<file path="config.mk">
export PLATFORM = sky130hd
export DESIGN_NAME = muldiv_ctrl
export DESIGN_NICKNAME = d
export VERILOG_FILES = /design/src/rtl/muldiv_pkg.sv /design/src/rtl/muldiv_ctrl_sign_fix.sv /design/src/rtl/muldiv_ctrl.sv
export SDC_FILE = /design/constraint.sdc
export NUM_CORES = 1
export LEC_CHECK = 0
export ABC_AREA = 1
export BUFFER_PORTS_ARGS = -buffer_cell sky130_fd_sc_hd__buf_2
export CAP_MARGIN = 25
export CORE_MARGIN = 5
export CORE_UTILIZATION = 50
export CTS_BUF_LIST = sky130_fd_sc_hd__clkbuf_8
export CTS_CLUSTER_SIZE = 12
export DETAILED_ROUTE_END_ITERATION = 6
export MAX_ROUTING_LAYER = met4
export PLACE_DENSITY = 0.74
export SYNTH_ARGS = -nofsm -noshare
export SYNTH_HDL_FRONTEND = slang
export SYNTH_HIERARCHICAL = 1
export SYNTH_SLANG_ARGS = --single-unit
</file>
<file path="constraint.sdc">
create_clock -name clk -period 5.3 [get_ports clk]
set_input_delay 0.265 -clock clk [delete_from_list [all_inputs] [get_ports clk]]
set_output_delay 0.265 -clock clk [all_outputs]
set_load 0.1 [all_outputs]
</file>
<file path="src/rtl/muldiv_pkg.sv">
// Shared types for the iterative multiply/divide unit.
package muldiv_pkg;

    localparam int DEF_N = 32;

    typedef enum logic [1:0] {
        OP_MULT  = 2'b00,
        OP_MULTU = 2'b01,
        OP_DIV   = 2'b10,
        OP_DIVU  = 2'b11
    } op_e;

    typedef enum logic [1:0] {
        S_IDLE = 2'b00,
        S_CALC = 2'b01,
        S_DONE = 2'b10
    } state_e;

    // Operation captured at acceptance; sign bits are already masked for unsigned ops.
    typedef struct packed {
        op_e  op;
        logic neg_a;
        logic neg_b;
    } req_t;

    function automatic logic op_is_div(op_e o);
        return (o == OP_DIV) || (o == OP_DIVU);
    endfunction

    function automatic logic op_is_signed(op_e o);
        return (o == OP_MULT) || (o == OP_DIV);
    endfunction

endpackage

</file>
<file path="src/rtl/muldiv_ctrl_sign_fix.sv">
// Conditional two's-complement: y = neg ? -x : x.
module sign_fix #(
    parameter int N = 32
) (
    input  logic [N-1:0] x,
    input  logic         neg,
    output logic [N-1:0] y
);

    assign y = neg ? (~x + N'(1)) : x;

endmodule

</file>
<file path="src/rtl/muldiv_ctrl.sv">
// Iterative shift-add multiplier / restoring divider with HI/LO result registers.
module muldiv_ctrl
    import muldiv_pkg::*;
#(
    parameter int N    = DEF_N,
    parameter int ITER = N
) (
    input  logic         clk,
    input  logic         reset_n,
    input  logic         start_valid,
    output logic         start_ready,
    input  logic [1:0]   op,
    input  logic [N-1:0] a,
    input  logic [N-1:0] b,
    input  logic         mt_we,
    input  logic         mt_sel,
    output logic [N-1:0] hi,
    output logic [N-1:0] lo,
    output logic         busy,
    output logic         done,
    output logic         div_zero
);

    localparam int CW = $clog2(ITER + 1);

    state_e         state_q, state_d;
    req_t           req_q;
    logic [N-1:0]   acc_hi, acc_lo, dvsr;
    logic [CW-1:0]  cnt;
    logic [N-1:0]   hi_q, lo_q;
    logic           dz_q;

    // Request decode
    op_e            op_in;
    logic           accept, in_div, in_signed, neg_a, neg_b, div_by_zero;
    logic [N-1:0]   mag_a, mag_b;

    assign op_in       = op_e'(op);
    assign accept      = start_valid && (state_q == S_IDLE);
    assign in_div      = op_is_div(op_in);
    assign in_signed   = op_is_signed(op_in);
    assign neg_a       = in_signed & a[N-1];
    assign neg_b       = in_signed & b[N-1];
    assign div_by_zero = in_div && (b == '0);

    sign_fix #(.N(N)) u_abs_a (.x(a), .neg(neg_a), .y(mag_a));
    sign_fix #(.N(N)) u_abs_b (.x(b), .neg(neg_b), .y(mag_b));

    // One iteration step for each algorithm
    logic [N:0]     mul_sum, div_shift, div_diff;
    logic           last_iter;

    assign mul_sum   = {1'b0, acc_hi} + (acc_lo[0] ? {1'b0, dvsr} : '0);
    assign div_shift = {acc_hi, acc_lo[N-1]};
    assign div_diff  = div_shift - {1'b0, dvsr};
    assign last_iter = (cnt == CW'(ITER));

    // Sign correction of the finished magnitudes
    logic           is_mul, prod_neg, lo_nz, hi_neg;
    logic [N-1:0]   fix_lo, fix_hi, res_hi;

    assign is_mul   = !op_is_div(req_q.op);
    assign prod_neg = req_q.neg_a ^ req_q.neg_b;
    assign lo_nz    = |acc_lo;
    // A 2N-bit negate only carries into the upper half when the lower half is zero.
    assign hi_neg   = is_mul ? (prod_neg & ~lo_nz) : req_q.neg_a;

    sign_fix #(.N(N)) u_fix_lo (.x(acc_lo), .neg(prod_neg), .y(fix_lo));
    sign_fix #(.N(N)) u_fix_hi (.x(acc_hi), .neg(hi_neg),   .y(fix_hi));

    assign res_hi = (is_mul && prod_neg && lo_nz) ? ~acc_hi : fix_hi;

    // State register
    always_ff @(posedge clk or negedge reset_n) begin
        if (!reset_n) state_q <= S_IDLE;
        else          state_q <= state_d;
    end

    // Next-state and handshake outputs
    always_comb begin
        state_d     = state_q;
        start_ready = 1'b0;
        busy        = 1'b0;
        done        = 1'b0;
        unique case (state_q)
            S_IDLE: begin
                start_ready = 1'b1;
                if (accept) state_d = div_by_zero ? S_DONE : S_CALC;
            end
            S_CALC: begin
                busy = 1'b1;
                if (last_iter) state_d = S_DONE;
            end
            S_DONE: begin
                busy    = 1'b1;
                done    = 1'b1;
                state_d = S_IDLE;
            end
            default: state_d = S_IDLE;
        endcase
    end

    // Operand latch, iteration datapath and architectural HI/LO
    always_ff @(posedge clk or negedge reset_n) begin
        if (!reset_n) begin
            req_q  <= '0;
            acc_hi <= '0;
            acc_lo <= '0;
            dvsr   <= '0;
            cnt    <= '0;
            hi_q   <= '0;
            lo_q   <= '0;
            dz_q   <= 1'b0;
        end else if (accept) begin
            req_q.op    <= op_in;
            req_q.neg_a <= neg_a;
            req_q.neg_b <= neg_b;
            acc_hi      <= '0;
            acc_lo      <= mag_a;
            dvsr        <= mag_b;
            cnt         <= '0;
            dz_q        <= div_by_zero;
            if (div_by_zero) begin
                hi_q <= a;
                lo_q <= '1;
            end
        end else if (state_q == S_CALC) begin
            if (last_iter) begin
                hi_q <= res_hi;
                lo_q <= fix_lo;
            end else begin
                cnt <= cnt + CW'(1);
                if (is_mul) begin
                    acc_hi <= mul_sum[N:1];
                    acc_lo <= {mul_sum[0], acc_lo[N-1:1]};
                end else if (!div_diff[N]) begin
                    acc_hi <= div_diff[N-1:0];
                    acc_lo <= {acc_lo[N-2:0], 1'b1};
                end else begin
                    acc_hi <= div_shift[N-1:0];
                    acc_lo <= {acc_lo[N-2:0], 1'b0};
                end
            end
        end else if (state_q == S_IDLE && mt_we) begin
            if (mt_sel) hi_q <= a;
            else        lo_q <= a;
        end
    end

    assign hi       = hi_q;
    assign lo       = lo_q;
    assign div_zero = dz_q;

endmodule

</file>
## After elaboration in Yosys (flattened, before gate mapping)

Cells that the tools add are included.

| word-level totals | value |
|---|---|
| input port bits | 71 |
| output and inout port bits | 68 |
| word-level logic and storage cells | 100 |
| bits in registers | 173 |

| operators by class | value |
|---|---|
| reduce and logical (&&, ||, !) cells | 21 |
| $add $sub $neg | 7 |
| equal/unequal tests | 13 |
| bitwise logic cells | 9 |
| mux-type cells | 39 |

Operator list:

| operator | count |
|---|---|
| 2-to-1 mux 32 bit | 27 |
| adder 32 x 1 -> 32 bit, second input constant | 4 |
| inverter 32 bit | 4 |
| adder 32 x 32 -> 33 bit | 1 |
| subtractor 33 x 32 -> 33 bit | 1 |
| zero test 32 bit | 1 |
| OR reduction 32 bit | 1 |
| 2-to-1 mux 6 bit | 3 |
| equality test 2 bit, second input constant | 5 |
| AND reduction 4 bit | 2 |
| adder 6 x 1 -> 6 bit, second input constant | 1 |
| equality test 6 bit, second input constant | 1 |
| 2-to-1 mux 2 bit | 3 |
| != test 2 bit, second input constant | 3 |
| nonzero test 3 bit | 2 |
| logical AND 1 bit | 5 |
| 2-to-1 mux 1 bit | 5 |
| zero test 2 bit | 2 |
| one-hot mux 2 bit (2 select lines) | 1 |
| AND reduction 2 bit | 2 |
| AND 1 bit | 3 |
| logical OR 1 bit | 3 |
| != test 3 x 1 -> 1 bit, second input constant | 1 |
| != test 3 bit, second input constant | 1 |
| 7 further kinds | 7 |

## Longest topological paths before layout

| logic depth | value |
|---|---|
| depth in word-level cells | 9 |
| mapped depth | 22 |
| gate-level depth less buffers | 20 |

## Modules after synthesis

The synthesis kept the hierarchy.

Modules (own cells, without submodules):

| module | sequential area each (µm²) | cells an instance | times used | area an instance (µm²) |
|---|---|---|---|---|
| muldiv_ctrl | 4304.1 | 2318 | 1 | 14398.8 |
| sign_fix | 0.0 | 227 | 4 | 1108.6 |

## Worst setup path after synthesis

No wires, ideal clock.

| timing path | value |
|---|---|
| path kind | flip-flop to flip-flop |
| from | reg state_q[0] |
| to | reg lo_q[10], in the netlist lo[10] |
| setup time | 0.125 ns |
| stages on the path, launching flop included | 14 |
| buffers on the path | 2 |
| required time | 5.175 ns |
| setup slack | 2.408 ns |
| arrival | 2.767 ns |
| period minus slack after synthesis | 2.892 ns |
| cell sequence | dfrtp_1 inv_1 ha_1 nand2_1 inv_2 buf_4 nor2_4 inv_4 a21oi_2 nor2_4 o211ai_4 buf_4 nand2_1 o21ai_1 |

| between the ends | value |
|---|---|
| word-level cells in the longest chain between the ends | 4 |
| elaborated cells between the ends (all ways) | 11 |
| those cells by class | eq/ne: 4; mux: 2; reduce/logical: 5 |

Ends and longest elaborated chain:

| element | line | source |
|---|---|---|
| start, declared | muldiv_ctrl.sv:26 | `state_e state_q, state_d;` |
| start signal, assigned | muldiv_ctrl.sv:76 | `else state_q <= state_d;` |
| zero test 2 bit | muldiv_ctrl.sv:39, muldiv_ctrl.sv:144 |  |
| logical AND 1 bit (on tied branches) | muldiv_ctrl.sv:39, muldiv_ctrl.sv:144 |  |
| != test 3 x 1 -> 1 bit (no line), or another cell as far along | n/a |  |
| AND reduction 4 bit (no line) | n/a |  |
| end signal, assigned | muldiv_ctrl.sv:130 | `lo_q <= fix_lo;` |
| end, declared | muldiv_ctrl.sv:30 | `logic [N-1:0] hi_q, lo_q;` |

Parallel ways exist; a longest one is shown, timed or not.
A chain may end at the register's enable or synchronous reset.

## Worst setup path in the final report

| timing path | value |
|---|---|
| from | reg acc_lo[0] |
| to | reg acc_hi[29] |

| between the ends | value |
|---|---|
| word-level cells in the longest chain between the ends | 6 |

Ends and longest elaborated chain:

| element | line | source |
|---|---|---|
| start, declared | muldiv_ctrl.sv:28 | `logic [N-1:0] acc_hi, acc_lo, dvsr;` |
| start signal, assigned | muldiv_ctrl.sv:119 | `acc_lo <= mag_a;` |
| start signal, assigned | muldiv_ctrl.sv:135 | `acc_lo <= {mul_sum[0], acc_lo[N-1:1]};` |
| start signal, assigned | muldiv_ctrl.sv:138 | `acc_lo <= {acc_lo[N-2:0], 1'b1};` |
| 2-to-1 mux 32 bit | muldiv_ctrl.sv:53 | `assign mul_sum = {1'b0, acc_hi} + (acc_lo[0] ? {1'b0, dvsr} : '0);` |
| adder 32 x 32 -> 33 bit | muldiv_ctrl.sv:53 |  |
| 2-to-1 mux 32 bit | muldiv_ctrl.sv:133 | `if (is_mul) begin` |
| 2-to-1 mux 32 bit | muldiv_ctrl.sv:128 | `if (last_iter) begin` |
| 2-to-1 mux 32 bit | muldiv_ctrl.sv:127 | `end else if (state_q == S_CALC) begin` |
| 2-to-1 mux 32 bit | muldiv_ctrl.sv:114 | `end else if (accept) begin` |
| end signal, assigned | muldiv_ctrl.sv:134 | `acc_hi <= mul_sum[N:1];` |
| end signal, assigned | muldiv_ctrl.sv:137 | `acc_hi <= div_diff[N-1:0];` |
| end signal, assigned | muldiv_ctrl.sv:140 | `acc_hi <= div_shift[N-1:0];` |
| end, declared | muldiv_ctrl.sv:28 |  |

No other way between the ends. The select of a mux whose other input is x is not followed.

==> metrics.md <==
| Metric | Value |
|---|---|
| Synth Flop Type | `dfrtp_1` |
| Routed via count | `21100` |
| Diode count | `0` |
| CP arrival | `between 3 and 4 ns` |
| DP HPWL | `around 59000 µm` |
| YS warnings | `6` |
| Area Overhead vs Synth | `7.41%` |
| Die H | `a little over 200 µm` |
| Global-route wire length before repair | `between 100000 and 150000 µm` |
| Pre-CTS worst setup slack | `roughly 2 ns` |
| #FFs+latches synth | `about 170` |
| Crit path kind | `reg2reg` |
| Max Fclk | `between 0.2 and 0.3 GHz` |
| Vias in the first global route | `19600` |
| PortBufs | `roughly 140` |
| Hold crit path type | `in2reg` |
| Sequential share of the synthesized area | `a little under a quarter` |
| DRC | `1` |
| Tmin final | `between 3 and 4 ns` |
| Number of stages on the worst hold path | `3` |
| Worst-Skew Late Latency | `0.50 ns` |
| Syn nets | `3372` |
| Clock Path Buffers | `2` |
| Skew final | `roughly 0.025 ns` |
| Synth Instances | `around 3200` |
| Initial antenna violation count | `0` |
| CTS tree | `built` |
| CTS clk-pin slew, worst paths | `about 0.11 ns` |
| Largest area contributor in the netlist | `dfrtp_1` |
| Filler instances | `4015` |
| Grt total ovfl | `0` |
| GRT Util Overall | `a little over a third` |
| Row Count | `71` |
| Reg2Reg Depth | `17` |
| TNS Setup | `0 ns` |
| Cell Area, Synth | `between 15000 and 20000 µm²` |
| Fin nets | `approximately 3400` |
| Post-CTS resize count | `0` |
| Dpl cells | `between 3000 and 4000` |
| Clock sink count | `172` |
| Startpoint types | `flip-flop` |
| Critical Path End Type | `flip-flop` |
| Core region area | `approximately 37000 µm²` |
| RSZ-0062 raised after global routing | `no` |
| Post-route ant nets | `0` |
| Drt total wl | `between 70000 and 80000 µm` |
| Asr flop ratio synth | `100%` |
| WL/cell | `about 19 µm` |
| Full die area | `approximately 42000 µm²` |
| Via/cell ratio | `5.53` |
| EDFF count, synth | `0` |
| Inserted Clock Buffers | `17` |
| Yosys top cell area share | `a little under a quarter` |
| Measured slew at the worst slew-check pin | `about 1 ns` |
| Routability cong. | `1.08` |
| Die width | `between 200 and 250 µm` |
| Unique masters post-synth | `48` |
| Share of cells above drive strength 1 | `about a tenth` |
| Setup-failing EPs final | `0` |
| Post-Layout Cell Count | `between 3000 and 4000` |
| Synth top area cells | `dfrtp_1 23%, nand2_1 23%, inv_1 8.8%` |
| Max-Slew Margin vs Limit | `between 30% and 40%` |
| Final slew viol count | `0` |
| CP required | `5.69 ns` |
| Top-count cell post-synth | `nand2_1` |
| Initial Util | `50.4%` |
| H-tree Lvls | `4` |
| Final hold vios | `0` |
| CP max FO | `20` |
| Status | `finished with violations` |
| Clk root buf | `clkbuf_8` |
| Max-Cap Viols | `0` |
| Violated checks | `design-rule violations` |
| Initial detailed-routing violation count | `between 2000 and 2500` |
| DRT Pass-1 Iters | `7` |
| Hold slack | `between 0.05 and 0.06 ns` |
| Largest net degree at the start of global routing | `roughly 90` |
| Synth top cells by count | `1135 x nand2_1, 442 x inv_1, 419 x nor2_1` |
| Reg-to-reg setup timing slack | `1.95 ns` |
| Mean Syn Cell Area | `just under 6 µm²` |
| Ports | `139` |
| Fin crit share | `approximately 63%` |
| Setup ws final | `approximately 1.9 ns` |
-- cell type report --
type / instances / area (µm²) / share of cell area (%)
clock inverters: 15 / 163 / 0.804
flip-flops and latches: 172 / 4310 / 21.3
well taps: 511 / 639 / 3.16
inverters: 464 / 1760 / 8.72
repair buffers: 157 / 895 / 4.42
multi-input cells: 2486 / 12200 / 60.5
clock buffers: 17 / 234 / 1.16
-- sequential cells by signal, summed over array words and instances, names as in the netlist --
register / cells
acc_lo: 32
dvsr: 32
req_q: 3
acc_hi: 32
cnt: 6
state_q: 2
lo: 32
hi: 32
div_zero: 1
-- per-layer routing --
metal / global-route usage, % / share of wire, % / up-vias
met3: 5.49 / 8.4 / 142
met1: 46.8 / 43 / 9792
met2: 54.3 / 44 / 929
met4: 14.1 / 4.6 / 0
li1: - / - / 10300
met5: - / 0 / -
-- path summary, 6_finish.rpt --
| path | from | end |
|---|---|---|
| min in group asynchronous | reset_n | acc_hi[10] |
| max in group asynchronous | reset_n | lo[31] |
| worst max register to register | acc_lo[0] | acc_hi[29] |
| worst min register to register | cnt[5] | cnt[5] |
| worst min-delay path | b[0] | dvsr[0] |
| worst max-delay path | acc_lo[0] | acc_hi[29] |
-- placed cells by master (no fill, tap or decap), drive strengths merged, types with 2 or more instances in the layout --
master,netlist,layout
or2,6,6
and2,2,2
a21o,3,3
o21a,2,2
ha,73,73
nor3,11,11
nand3b,16,16
nor4,7,7
buf,52,156
nand4,67,67
nand2,1165,1165
nand3,177,177
o21ai,196,196
a31oi,3,3
xor2,28,28
dfrtp,172,172
fa,2,2
a21oi,73,73
o22ai,35,35
nor2,490,490
clkinvlp,0,4
clkbuf,52,17
xnor2,51,51
inv,462,469
clkinv,2,5
o211ai,63,63
o21bai,12,12
-- worst max-delay path: stages, from the launching register on --
cell and delay, ns:
dfrtp_1 0.77, nand2_1 0.11, inv_1 0.09, ha_1 0.20
inv_1 0.08, fa_1 0.39, inv_1 0.13, nand2_1 0.08
nand2_1 0.06, o21ai_0 0.20, o21ai_0 0.41, nand3_1 0.12
nand2_1 0.18, nand2_1 0.11, nand3_1 0.08, nand3_1 0.08
nand3_1 0.10, nand2_1 0.05
-- logic make-up (layout without fill, tap and decap cells) --
logic type,Yosys count,in the layout,synth area share [%]
buf+inv,568,653,12.3
simple gates,1942,1942,44.1
fa+ha+maj,75,75,5.06
compound gates,390,390,12.0
xor+xnor,79,79,3.67
flops,172,172,22.9
-- what timing repair did --
action	in CTS	in global routing
hold buffers	1	0
setup endpoints to repair	0	0
hold endpoints to repair	86	0
buffers inserted	0	0
-- stage by stage --
stage                     utilization (%)  cell area, µm²
after floorplan                         -           18800
after global placement               52.9           19800
after global routing                 54.1           20200
after detailed placement             52.9           19800
after CTS                            53.9           20200
final                                54.1           20200
Power is not shown: default switching activity piles up to over one toggle a cycle in this logic, so the estimate is an artifact.
